`src/rtl/regfile_dump.sv`:
```
// Register file dump engine: walks indices 0..LAST_REG and streams each register as a
// valid/ready beat. It reads one register per beat and never has more than one beat in flight.
module regfile_dump #(
  parameter int unsigned N        = 64,
  parameter int unsigned LAST_REG = 31
) (
  input  logic         clk,
  input  logic         reset_n,
  input  logic         start,
  output logic [4:0]   ra,
  input  logic [N-1:0] rd,
  output logic         dump_valid,
  input  logic         dump_ready,
  output logic [4:0]   dump_addr,
  output logic [N-1:0] dump_data,
  output logic         busy,
  output logic         done
);

  typedef enum logic [1:0] {StIdle, StRead, StSend, StDone} state_e;

  localparam logic [4:0] LastIdx = 5'(LAST_REG);

  state_e       state_q, state_d;
  logic [4:0]   idx_q, idx_d;
  logic [4:0]   addr_q, addr_d;
  logic [N-1:0] data_q, data_d;

  always_ff @(posedge clk or negedge reset_n) begin
    if (!reset_n) begin
      state_q <= StIdle;
      idx_q   <= '0;
      addr_q  <= '0;
      data_q  <= '0;
    end else begin
      state_q <= state_d;
      idx_q   <= idx_d;
      addr_q  <= addr_d;
      data_q  <= data_d;
    end
  end

  always_comb begin
    state_d = state_q;
    idx_d   = idx_q;
    addr_d  = addr_q;
    data_d  = data_q;
    unique case (state_q)
      StIdle: begin
        if (start) begin
          idx_d   = '0;
          state_d = StRead;
        end
      end
      StRead: begin
        addr_d  = idx_q;
        data_d  = rd;
        state_d = StSend;
      end
      StSend: begin
        // Beat is held until accepted; the index only advances on a transfer.
        if (dump_ready) begin
          if (idx_q == LastIdx) begin
            state_d = StDone;
          end else begin
            idx_d   = idx_q + 5'd1;
            state_d = StRead;
          end
        end
      end
      StDone: begin
        state_d = StIdle;
      end
      default: begin
        state_d = StIdle;
      end
    endcase
  end

  always_comb begin
    busy       = (state_q == StRead) || (state_q == StSend);
    ra         = busy ? idx_q : 5'd0;
    dump_valid = (state_q == StSend);
    done       = (state_q == StDone);
    dump_addr  = addr_q;
    dump_data  = data_q;
  end

endmodule

```
`config.mk`:
```
export PLATFORM = sky130hd
export DESIGN_NAME = regfile_dump
export DESIGN_NICKNAME = d
export VERILOG_FILES = /design/src/rtl/regfile_dump.sv
export SDC_FILE = /design/constraint.sdc
export NUM_CORES = 1
export LEC_CHECK = 0
export ABC_CLOCK_PERIOD_IN_PS = 4840
export BUFFER_PORTS_ARGS = -buffer_cell sky130_fd_sc_hd__buf_2
export CAP_MARGIN = 40
export CORE_ASPECT_RATIO = 0.9
export CORE_MARGIN = 5
export CORE_UTILIZATION = 51
export CTS_BUF_LIST = sky130_fd_sc_hd__clkbuf_4
export DETAILED_ROUTE_END_ITERATION = 10
export GPL_TIMING_DRIVEN = 1
export PLACE_DENSITY_LB_ADDON = 0.08
export REMOVE_ABC_BUFFERS = 1
export SYNTH_ARGS = -nofsm -noshare
export SYNTH_HDL_FRONTEND = slang
export SYNTH_SLANG_ARGS = --single-unit
```
`constraint.sdc`:
```
create_clock -name clk -period 4.84 [get_ports clk]
set_input_delay 0.484 -clock clk [delete_from_list [all_inputs] [get_ports clk]]
set_output_delay 0.484 -clock clk [all_outputs]
set_load 0.1 [all_outputs]
```
==> results by group <==
Critical path
  • CP endpoint kind: output port
  • Worst Setup Path Type: reg2out
  • Startpoint Class: register
  • WP data arrival: 1.84 ns
  • Worst endpoint required time: 4.36 ns
  • Crit-path max FO: 6

Clock network
  • Clock sinks: 76
  • CTS tree: done
  • H-tree levels: 3
  • Clk Latency, worst-skew pair: 0.41 ns
  • CTS max path bufs: 2
  • CTS root buffer: clkbuf_4
  • Clock-pin slew on the worst setup and hold paths: 0.12 ns
  • TritonCTS Buffers: 9

Detailed routing
  • Vias per cell: around 5.0
  • Drt wl/cell: 15.70 microns
  • Vias: about 2100
  • DR DRC count: 0
  • Routed WL: 6531 microns
  • Routed Antenna Nets: 0
  • Initial DRC Count: 71
  • TritonRoute pass-1 iters: 4

Final layout
  • Share of layout cells above drive strength 1: 0.6879
  • Ant diodes: 0
  • Nets@finish: 415
  • Area delta synth->final: 33.22%
  • Final Cell Area: about 4000 sq um
  • Commonest non-fill, non-tap cell in the layout: buf_2
  • Most frequent cells in the layout: buf_2 (143), dfrtp_1 (76), mux2_2 (70)

Synth
  • Library cells used by synthesis: 20
  • Synth Area per Inst: approximately 16 sq um
  • Register bit total from synthesis: 76
  • Sequential area share after synthesis: 0.6312
  • Mapped Cells: between 150 and 200
  • Ys Warns: 0
  • Mapped Area: 3013 sq um

Die
  • Die width: 91.02 microns
  • Initial core utilization: 0.5262
  • DIE AREA: 7547 sq um
  • Core area: between 5000 and 6000 sq um
  • Die height: 82.92 microns
  • I/O pins: about 150
  • Rows: 26

Min path
  • Hold Path Class: in2reg

STA
  • Fmax: 429.6 MHz
  • Final period util: 0.4810
  • Least-Margin Pin Slew: 0.8373 ns
  • Count of pins over their slew limit: 0
  • Max_slew headroom: 0.4418
  • Setup TNS Final: 0 ns
  • Worst Skew: 0.008759 ns
  • Tmin final: about 2.3 ns
  • Final setup fails: 0
  • Final WS setup: 2.512 ns
  • Hold Vio Cnt, Final: 0
  • Unrepaired setup endpoints after global routing: false

Placement
  • Post-DP HPWL: 4950 microns
  • Placed cell area: 3821 sq um
  • GP Congestion: 0.7051
  • Place WS: 2.542 ns
  • Port Buffer Count: 144

Global route
  • GRT Residual Overflow: 0
  • Initial antenna violation count: 0
  • First-pass GRT wire length: roughly 11000 microns
  • Largest net degree at the start of global routing: 69
  • GRT Total Usage: 0.1760
  • Vias in the first global route: 2091

Run status
  • Outcome: complete, no violations

Run
  • Maximum capacitance violations: 0
==> Yosys cell counts <==
| cell | number | share of area |
|---|---|---|
| nand2_1 | 4 | 0.0050 |
| o21a_1 | 2 | 0.0050 |
| dfrtp_1 | 76 | 0.63 |
| and3_1 | 1 | 0.0021 |
| o211ai_1 | 1 | 0.0025 |
| or2_4 | 1 | 0.0029 |
| nand3_1 | 3 | 0.0050 |
| and2b_1 | 1 | 0.0025 |
| o211ai_4 | 1 | 0.0071 |
| or2b_2 | 1 | 0.0029 |
| and3_2 | 1 | 0.0025 |
| nand3b_1 | 2 | 0.0050 |
| and2_1 | 5 | 0.010 |
| or4_1 | 1 | 0.0025 |
| buf_2 | 8 | 0.013 |
| inv_1 | 3 | 0.0037 |
| a22o_2 | 2 | 0.0066 |
| o21ai_0 | 2 | 0.0033 |
| ha_1 | 6 | 0.025 |
| mux2_2 | 70 | 0.26 |
==> per-stage QoR <==
step	utilization	std cells	hold WS, ns
after floorplan	-	183	0.1884
after CTS	0.7010	416	0.2603
final	0.7010	416	0.2917
after detailed placement	0.6674	399	0.3287
after global placement	0.6626	398	0.4847
after global routing	0.7010	416	0.2530
==> path summary, 6_finish.rpt <==
check	slack, ns	depth (start not counted)	startpoint	end
worst max-delay path	2.51	4	state_q[0]	ra[3]
worst min-delay path	0.29	2	rd[0]	dump_data[0]
worst max register to register	2.54	4	state_q[1]	dump_data[30]
worst min register to register	0.51	1	dump_data[48]	dump_data[48]
max in group asynchronous	3.84	3	reset_n	dump_data[54]
min in group asynchronous	0.44	2	reset_n	dump_data[18]
==> critical path, stage by stage (launching register included) <==
cell     delay (ns)
dfrtp_1        0.43
inv_1          0.09
ha_1           0.36
and2_1         0.14
buf_2          0.42
==> flip-flops by register name, summed over array words and instances (netlist names) <==
signal	count
dump_data	64
dump_addr	5
idx_q	5
state_q	2
==> per-layer routing <==
| layer | part of all wire | track usage | vias to the layer above |
|---|---|---|---|
| met2 | 0.49 | 0.2831 | 91 |
| met1 | 0.41 | 0.2223 | 999 |
| li1 | - | - | 976 |
| met3 | 0.092 | 0.07052 | 8 |
| met4 | 0.010 | 0.04400 | 0 |
| met5 | 0 | 0 | - |
==> repair_timing <==
item | in CTS | in global routing
buffers inserted | 0 | 0
hold buffers | 1 | 0
endpoints found under the setup margin | 0 | 0
hold endpoints to repair | 8 | 0
resized for setup | 0 | 0
==> layout make-up <==
type	instances	area [sq um]
multi-input combinational	104	1062
inverter	3	11.26
fill	413	1712
clock buffer	9	67.56
tap	70	87.58
timing repair buffer	147	768.2
clock inverter	7	115.1
sequential	76	1902
==> cell families after synthesis <==
kind of cell,count (synthesis),share of synthesized area
buffers and inverters,11,0.01703
and+or+nand+nor,20,0.04070
AOI/OAI and AO/OA,8,0.02450
muxes,70,0.2616
adders and majority gates,6,0.02492
DFF,76,0.6312
Power is not shown: default switching activity piles up to over one toggle a cycle in this logic, so the estimate is an artifact.
